**config.mk**
```make
export PLATFORM = sky130hd
export DESIGN_NAME = ext_pipe_unit
export DESIGN_NICKNAME = d
export VERILOG_FILES = /design/src/rtl/ext_pipe_unit.sv
export SDC_FILE = /design/constraint.sdc
export NUM_CORES = 1
export LEC_CHECK = 0
export ABC_AREA = 0
export CAP_MARGIN = 10
export CORE_UTILIZATION = 45
export CTS_CLUSTER_SIZE = 12
export DETAILED_ROUTE_END_ITERATION = 16
export GPL_TIMING_DRIVEN = 0
export PLACE_DENSITY = 0.71
export SYNTH_ARGS = -nofsm -noshare
export SYNTH_HDL_FRONTEND = slang
export SYNTH_SLANG_ARGS = --single-unit
```
**constraint.sdc**
```tcl
create_clock -name clk -period 3.8 [get_ports clk]
set_input_delay 0.95 -clock clk [delete_from_list [all_inputs] [get_ports clk]]
set_output_delay 0.95 -clock clk [all_outputs]
set_load 0.01 [all_outputs]
```
**src/rtl/ext_pipe_unit.sv**
```systemverilog
// Pipelined immediate extender with a valid/ready handshake and a 2-entry skid buffer.
// Produces ZERO / SIGN / UPPER / SIGN_SHL2 extensions for the ALU-B mux and branch adder.
module ext_pipe_unit #(
    parameter int IN_W  = 16,
    parameter int OUT_W = 32,
    parameter int CNT_W = 16
) (
    input  logic             clk,
    input  logic             rst,
    input  logic             in_valid,
    output logic             in_ready,
    input  logic [IN_W-1:0]  imm,
    input  logic [1:0]       mode,
    output logic             out_valid,
    input  logic             out_ready,
    output logic [OUT_W-1:0] ext_out,
    output logic             ext_sign,
    output logic [CNT_W-1:0] xfer_cnt
);

    typedef enum logic [1:0] {
        MODE_ZERO      = 2'd0,
        MODE_SIGN      = 2'd1,
        MODE_UPPER     = 2'd2,
        MODE_SIGN_SHL2 = 2'd3
    } mode_t;

    logic [OUT_W-1:0] sext;
    logic [OUT_W-1:0] result;

    logic             m_valid;
    logic [OUT_W-1:0] m_data;
    logic             k_valid;
    logic [OUT_W-1:0] k_data;
    logic [CNT_W-1:0] cnt;

    logic             accept;
    logic             consume;

    always_comb begin
        sext   = {{(OUT_W-IN_W){imm[IN_W-1]}}, imm};
        result = {{(OUT_W-IN_W){1'b0}}, imm};
        case (mode_t'(mode))
            MODE_ZERO:      result = {{(OUT_W-IN_W){1'b0}}, imm};
            MODE_SIGN:      result = sext;
            MODE_UPPER:     result = {imm, {(OUT_W-IN_W){1'b0}}};
            MODE_SIGN_SHL2: result = {sext[OUT_W-3:0], 2'b00};
            default:        result = {{(OUT_W-IN_W){1'b0}}, imm};
        endcase
    end

    // in_ready depends only on the skid flop, so there is no out_ready -> in_ready path.
    assign in_ready  = !k_valid;
    assign accept    = in_valid && in_ready;
    assign consume   = m_valid && out_ready;

    assign out_valid = m_valid;
    assign ext_out   = m_data;
    assign ext_sign  = m_data[OUT_W-1];
    assign xfer_cnt  = cnt;

    // M feeds the output; K only fills when M is occupied and not draining.
    always_ff @(posedge clk or posedge rst) begin
        if (rst) begin
            m_valid <= 1'b0;
            m_data  <= '0;
            k_valid <= 1'b0;
            k_data  <= '0;
            cnt     <= '0;
        end else begin
            if (accept) begin
                cnt <= cnt + {{(CNT_W-1){1'b0}}, 1'b1};
            end

            if (accept) begin
                if ((!m_valid || consume) && !k_valid) begin
                    m_data  <= result;
                    m_valid <= 1'b1;
                end else begin
                    k_data  <= result;
                    k_valid <= 1'b1;
                end
            end else if (consume) begin
                if (k_valid) begin
                    m_data  <= k_data;
                    k_valid <= 1'b0;
                end else begin
                    m_valid <= 1'b0;
                end
            end
        end
    end

endmodule

```
==> out/metrics.yaml, run 1 <==
outcome:
  outcome: "finished, final reports clean"
global_routing:
  grt_util_all_layers_pct: 21.86
  grt.busiest_layer: "met2"
  use_met1_pct: 30.77
  use_met2_pct: 34.19
  overflow: 0
  antenna_found_initial: 0
  grt_start_max_net_pins: 62
  met3_usage_pct: 3.984
  grt_pass1_vias: 2846
  grt_pass1_wl_um: 14490
worst_setup_path:
  cp_top_family: "buffers and inverters"
  critPathLaunchType: "flop"
  cp_max_fo: 8
  crit_buf_inv: 2
  crit_type: "flop to output pin"
  critPathArrivalTime_ns: 1.46
  path_cells: "inv_1, clkdlybuf4s50_1"
  cp_slowest_stage_delay_ns: 0.55
  crit_slowest_cell: "clkdlybuf4s50_1"
  critPathCaptureType: "output pin"
  required_ns: 2.85
synth:
  synthFlopType: "dfrtp_1"
  synthSimpleGateAreaFrac_pct: 15.09
  syn_area_per_cell_um2: 10.01
  syn_area_mm2: 0.003772
  synth_compound_area_share_pct: 21.46
  synthTopCellsByCount: "dfrtp_1, nand2_1, o21ai_0"
  synth_top_family_by_area: "compound AO/OA/AOI/OAI gates"
  syn-num-nets: 400
  synth-xor-area-share_pct: 3.483
  synth_area_leaders: "dfrtp_1, a21o_1, a211oi_1"
  yosysWarnings: 0
  synth.largest_area_cell: "dfrtp_1"
  post-synth-top-count-cell: "dfrtp_1"
  synth_cell_type_count: 34
  yosysSeqAreaShare_pct: 54.39
  synth-adder-area-share_pct: 0.3317
  async_flop_share_pct: 100.0
  synthMuxAreaShare_pct: 0.3980
  synth_top_area_share_pct: 54.39
  ys_ff_latch: 82
  synth_edf_count: 0
  synthCells: 377
power_and_ir_drop:
  power_mw: 3.446
  ir_drop_v: 0.0003080
  power_per_cell_area_mw_per_mm2: 712.0
  cellLeakagePower_nw: 2.223
cts:
  clockBufferDepth: 2
  clock-root-buffer: "clkbuf_8"
  clkLatencyLatePin_ns: 0.35
  cts-hold-fix-buffers: 0
  post_cts_buffers: 0
  cts_num_sinks: 82
  clk_pin_slew_ns: 0.08
  htreeDepth: 3
  cts_made_buffers: 9
  cts_tree: "yes"
  ctsResizeCount: 0
finish:
  area_delta_synth_final_pct: 28.29
  final_nets: 484
  seq_area_mm2: 0.002052
  final_area_mm2: 0.004840
  multi_input_area_mm2: 0.001538
  drive_above_1_share_pct: 8.602
  fillers: 732
  antenna_cells: 0
route:
  wl_um: 8907
  viasPerCell: 5.396
  drtAntennaViolNets: 0
  drc: 0
  first_pass_iters: 5
  routedWlPerCell_um: 15.63
  via_count: 3076
  dr.first_iter.drc_count: 130
die:
  die_w_um: 93.56
  chipHeight_um: 93.56
  rows: 33
  die-area_mm2: 0.008753
  core-area_mm2: 0.008175
  ioPinCount: 73
  start_util_pct: 46.14
flow_run:
  maxCapViolations: 0
placed_design:
  io_buffers: 72
  placed_area_mm2: 0.004654
  hpwl_um: 6518
  gp_congestion: 0.8364
sta:
  fin_setup_tns_ns: 0
  holdWs_ns: 0.4772
  rsz0062_at_grt: "false"
  clock_skew_ns: 0.006418
  setup_violations: 0
  tightest_slew_ns: 0.5313
  fin_crit_sh_pct: 63.38
  drv_slew: 0
  post-route-min-period_ns: 2.408
  slew_headroom_pct: 64.58
  timing.fmax_mhz: 415.2
  hold_viol: 0
worst_hold_path:
  hp-class: "flop to flop"
-- worst reg2reg max path: stages (launching register included) --
cell and delay (ns):
dfrtp_1 0.46, nor2b_1 0.07, buf_4 0.18, o21ai_4 0.35
buf_6 0.20, a211oi_1 0.08, a21o_1 0.17
-- metal layers --
layer / vias up / wire, µm / share of wire [%]
met5: - / 0 / 0
met4: 0 / 115 / 1.3
met3: 9 / 349 / 3.9
met2: 74 / 4243 / 48
met1: 1519 / 4199 / 47
li1: 1474 / - / -
-- where the power goes --
part | switching, mW | total [mW] | internal (mW) | leakage (nW)
clock | 0.293 | 0.610 | 0.317 | 0.0962
combinational | 0.691 | 1.43 | 0.735 | 1.07
sequential | 0.209 | 1.41 | 1.20 | 1.06
-- final timing paths --
| path | from | to | slack, ns | cells past startpoint |
|---|---|---|---|---|
| max | k_valid$_DFFE_PP0P_ | in_ready | 1.39 | 2 |
| min | ext_out[20]$_DFFE_PP0P_ | ext_out[20]$_DFFE_PP0P_ | 0.48 | 1 |
| max reg2reg | k_valid$_DFFE_PP0P_ | ext_out[12]$_DFFE_PP0P_ | 2.18 | 6 |
| min reg2reg | ext_out[20]$_DFFE_PP0P_ | ext_out[20]$_DFFE_PP0P_ | 0.48 | 1 |
| max in group asynchronous | rst | k_data[27]$_DFFE_PP0P_ | 2.31 | 3 |
| min in group asynchronous | rst | xfer_cnt[11]$_DFFE_PP0P_ | 0.91 | 2 |
-- cells in the final DEF, fill, tap and decap left out, types with 2 or more instances in the layout --
cell type,instances
dfrtp_1,82
clkdlybuf4s50_1,72
nand2_1,46
o21ai_0,35
nor2_1,33
a21oi_1,32
a21o_1,29
a211oi_1,28
nor2b_1,15
xnor2_1,13
clkbuf_8,10
clkbuf_1,9
buf_2,8
buf_4,6
nand4_1,5
buf_6,5
nand3_1,4
and4_1,3
inv_1,3
xor2_1,2
nand2b_1,2
nand3b_1,2
and2_0,2
nor3b_1,2
clkinv_2,2
-- flip-flops by register name, indices dropped and copies added, names as in the netlist --
name / cells
ext_out: 32
k_data: 32
k_valid: 1
out_valid: 1
xfer_cnt: 16
-- logic make-up (layout without fill, tap and decap cells) --
group                    after synthesis  count (layout)
AO/OA/AOI/OAI                        128             128
XOR/XNOR                              15              15
adder cells (fa/ha/maj)                1               1
buffers and inverters                 30             118
flip-flops                            82              82
multiplexers                           1               1
AND/OR/NAND/NOR                      120             120
-- through the flow --
stage / setup WS, ns / util, % / cells
3_5_place_dp: 1.066 / 56.93 / 555
4_1_cts: 1.371 / 59.20 / 570
5_1_grt: 1.319 / 59.20 / 570
2_1_floorplan: 0.7416 / - / 377
3_3_place_gp: -0.5764 / 56.57 / 554
6_report: 1.392 / 59.20 / 570
-- cell type report --
type                    instances  share of cell area [%]
well taps                     105                   2.715
clock buffers                  12                   2.999
plain buffers                  26                   3.464
clock inverters                 3                  0.8273
repair buffers                 73                   15.46
flip-flops and latches         82                   42.40
inverters                       4                  0.3619
multi-input cells             265                   31.77
(Power assumes the default switching activity.)
==> run 2: changes to the inputs <==
- clock period: 3.8 -> 2.3 ns (I/O delays scaled with it)
==> out/metrics.yaml, run 2 (same netlist as run 1, synthesis figures left out) <==
route:
  drt-met1-wl_um: 4164  # -0.83%
  dr.first_iter.drc_count: 137  # +5.4%
  routed.top_layer: "met4"
  wl_um: 8996  # +1.0%
  via_count: 3112  # +1.2%
  wl_met3_um: 427  # +22%
  wl_met2_um: 4261  # +0.42%
  drc: 0  # unchanged
  first_pass_iters: 5  # unchanged
  viasPerCell: 5.441  # +0.82%
  drtAntennaViolNets: 0  # unchanged
  routedWlPerCell_um: 15.73  # +0.65%
power_and_ir_drop:
  power_per_cell_area_mw_per_mm2: 1187  # +67%
  pwr-share-seq_pct: 40.3  # -0.6 points
  internal_power_mw: 3.768  # +67%
  cellLeakagePower_nw: 2.241  # +0.84%
  clkPwrFrac_pct: 19.0  # +1.3 points
  combPwrFrac_pct: 40.7  # -0.7 points
  sw_frac_of_total_pct: 35.08  # +0.47 points
  power_mw: 5.804  # +68%
  p_sw_mw: 2.036  # +71%
  ir_drop_v: 0.0005758  # +87%
sta:
  fin_crit_sh_pct: 88.95
  hold_viol: 0  # unchanged
  post-route-min-period_ns: 2.046
  tightest_slew_ns: 0.6627  # +0.1314 ns
  setup_violations: 0  # unchanged
  slew_headroom_pct: 55.73  # -8.9 points
  fin_setup_tns_ns: 0  # unchanged
  drv_slew: 0  # unchanged
  rsz0062_at_grt: "false"
  timing.fmax_mhz: 488.8
  clock_skew_ns: 0.009894  # +0.003476 ns
worst_hold_path:
  worstHoldStart: "xfer_cnt[15]$_DFFE_PP0P_"
  hp-class: "flop to flop"
cts:
  ctsResizeCount: 0  # unchanged
  clockBufferDepth: 2  # unchanged
  clkLatencyLatePin_ns: 0.36  # about the same
  cts_made_buffers: 9  # unchanged
  cts_num_sinks: 82  # unchanged
  htreeDepth: 3  # unchanged
  clk_pin_slew_ns: 0.09  # about the same
  post_cts_buffers: 0  # unchanged
  cts-hold-fix-buffers: 0  # unchanged
  cts_tree: "yes"
  clock-root-buffer: "clkbuf_8"
worst_setup_path:
  required_ns: 1.73  # -1.12 ns
  rr_startpoint: "k_valid$_DFFE_PP0P_"
  cp_top_family: "buffers and inverters"
  cp_slowest_stage_delay_ns: 0.56  # about the same
  critPathArrivalTime_ns: 1.47  # about the same
  critPathLaunch: "k_valid$_DFFE_PP0P_"
  crit_slowest_cell: "clkdlybuf4s50_1"
  path_cells: "inv_1, clkdlybuf4s50_1"
  crit_buf_inv: 2  # unchanged
  crit_type: "flop to output pin"
  cp_max_fo: 8  # unchanged
  critPathLaunchType: "flop"
  critPathCaptureType: "output pin"
finish:
  final_cell_mix: "dfrtp_1, clkdlybuf4s50_1, nand2_1"
  drive_above_1_share_pct: 9.422  # +0.82 points
  layout_commonest_cell: "dfrtp_1"
  final_nets: 485  # +0.21%
  area_delta_synth_final_pct: 29.59
  antenna_cells: 0  # unchanged
placed_design:
  gp_congestion: 0.8238  # -1.5%
  io_buffers: 72  # unchanged
  hpwl_um: 6668  # +2.3%
global_routing:
  overflow: 0  # unchanged
  grt_pass1_wl_um: 14770  # +1.9%
  grt_pass1_vias: 2961  # +4.0%
  grt_util_all_layers_pct: 22.35  # +0.49 points
  antenna_found_initial: 0  # unchanged
  grt_start_max_net_pins: 33  # -47%
die:
  ioPinCount: 73  # unchanged
  chipHeight_um: 93.56  # unchanged
  rows: 33  # unchanged
  core-area_mm2: 0.008175  # unchanged
  start_util_pct: 46.14  # unchanged
  die-area_mm2: 0.008753  # unchanged
  die_w_um: 93.56  # unchanged
outcome:
  outcome: "finished, final reports clean"
flow_run:
  maxCapViolations: 0  # unchanged
==> run 2: changes by cell type in the layout (fill, tap and decap cells not counted) <==
cell	previous run	this run
clkbuf_1	9	7
clkinv_4	0	2
buf_12	0	1
clkbuf_8	10	11
clkinv_2	2	1
clkinvlp_4	0	1
inv_4	1	0
inv_6	0	1
==> run 2: metrics by stage <==
stage | hold slack, ns | area, µm² | worst slack [ns] | utilization, % | std cells
final | 0.4763 | 4888 | 0.2541 | 59.79 | 572
after global routing | 0.4958 | 4888 | 0.1616 | 59.79 | 572
after CTS | 0.4820 | 4888 | 0.2408 | 59.79 | 572
after detailed placement | 0.4652 | 4676 | -0.05691 | 57.19 | 556
after global placement | 0.4618 | 4628 | -0.1513 | 56.61 | 554
after floorplan | 0.4434 | 3776 | 0.6884 | - | 377
==> run 2: final timing paths <==
path / slack [ns] / endpoint / cells after the start
max: 0.25 / in_ready / 2
min: 0.48 / xfer_cnt[15]$_DFFE_PP0P_ / 1
max reg2reg: 0.66 / ext_out[12]$_DFFE_PP0P_ / 6
min reg2reg: 0.48 / xfer_cnt[15]$_DFFE_PP0P_ / 1
max in group asynchronous: 1.07 / ext_out[23]$_DFFE_PP0P_ / 3
min in group asynchronous: 0.66 / xfer_cnt[9]$_DFFE_PP0P_ / 2
==> run 2: worst reg2reg max path: cells and delay by family, from the launching register on <==
kind	cells	cell delay, ns
AO/OA/AOI/OAI	3	0.62
buffers and inverters	2	0.39
flip-flops	1	0.46
AND/OR/NAND/NOR	1	0.08
==> run 2: final cells by class <==
| class | instances | area [µm²] |
|---|---|---|
| Multi-Input combinational cell | 265 | 1538 |
| Fill cell | 725 | 3287 |
| Tap cell | 105 | 131.4 |
| Timing Repair Buffer | 74 | 768.2 |
| Clock inverter | 5 | 61.31 |
| Inverter | 4 | 18.77 |
| Sequential cell | 82 | 2052 |
| Clock buffer | 11 | 151.4 |
| Buffer | 26 | 167.7 |
==> run 2: power by group through the flow <==
stage          Combinational, mW  Clock [mW]  Sequential (mW)
2_1_floorplan               1.25           0             2.44
3_3_place_gp                2.30           0             2.34
3_5_place_dp                2.37           0             2.36
4_1_cts                     2.37        1.13             2.34
5_1_grt                     2.60        1.19             2.41
6_report                    2.36        1.10             2.34
==> run 2: metal layers <==
layer	up-vias	track usage, %
met4	0	9.615
li1	1482	-
met1	1530	31.33
met3	11	3.577
met5	-	0
met2	89	34.38
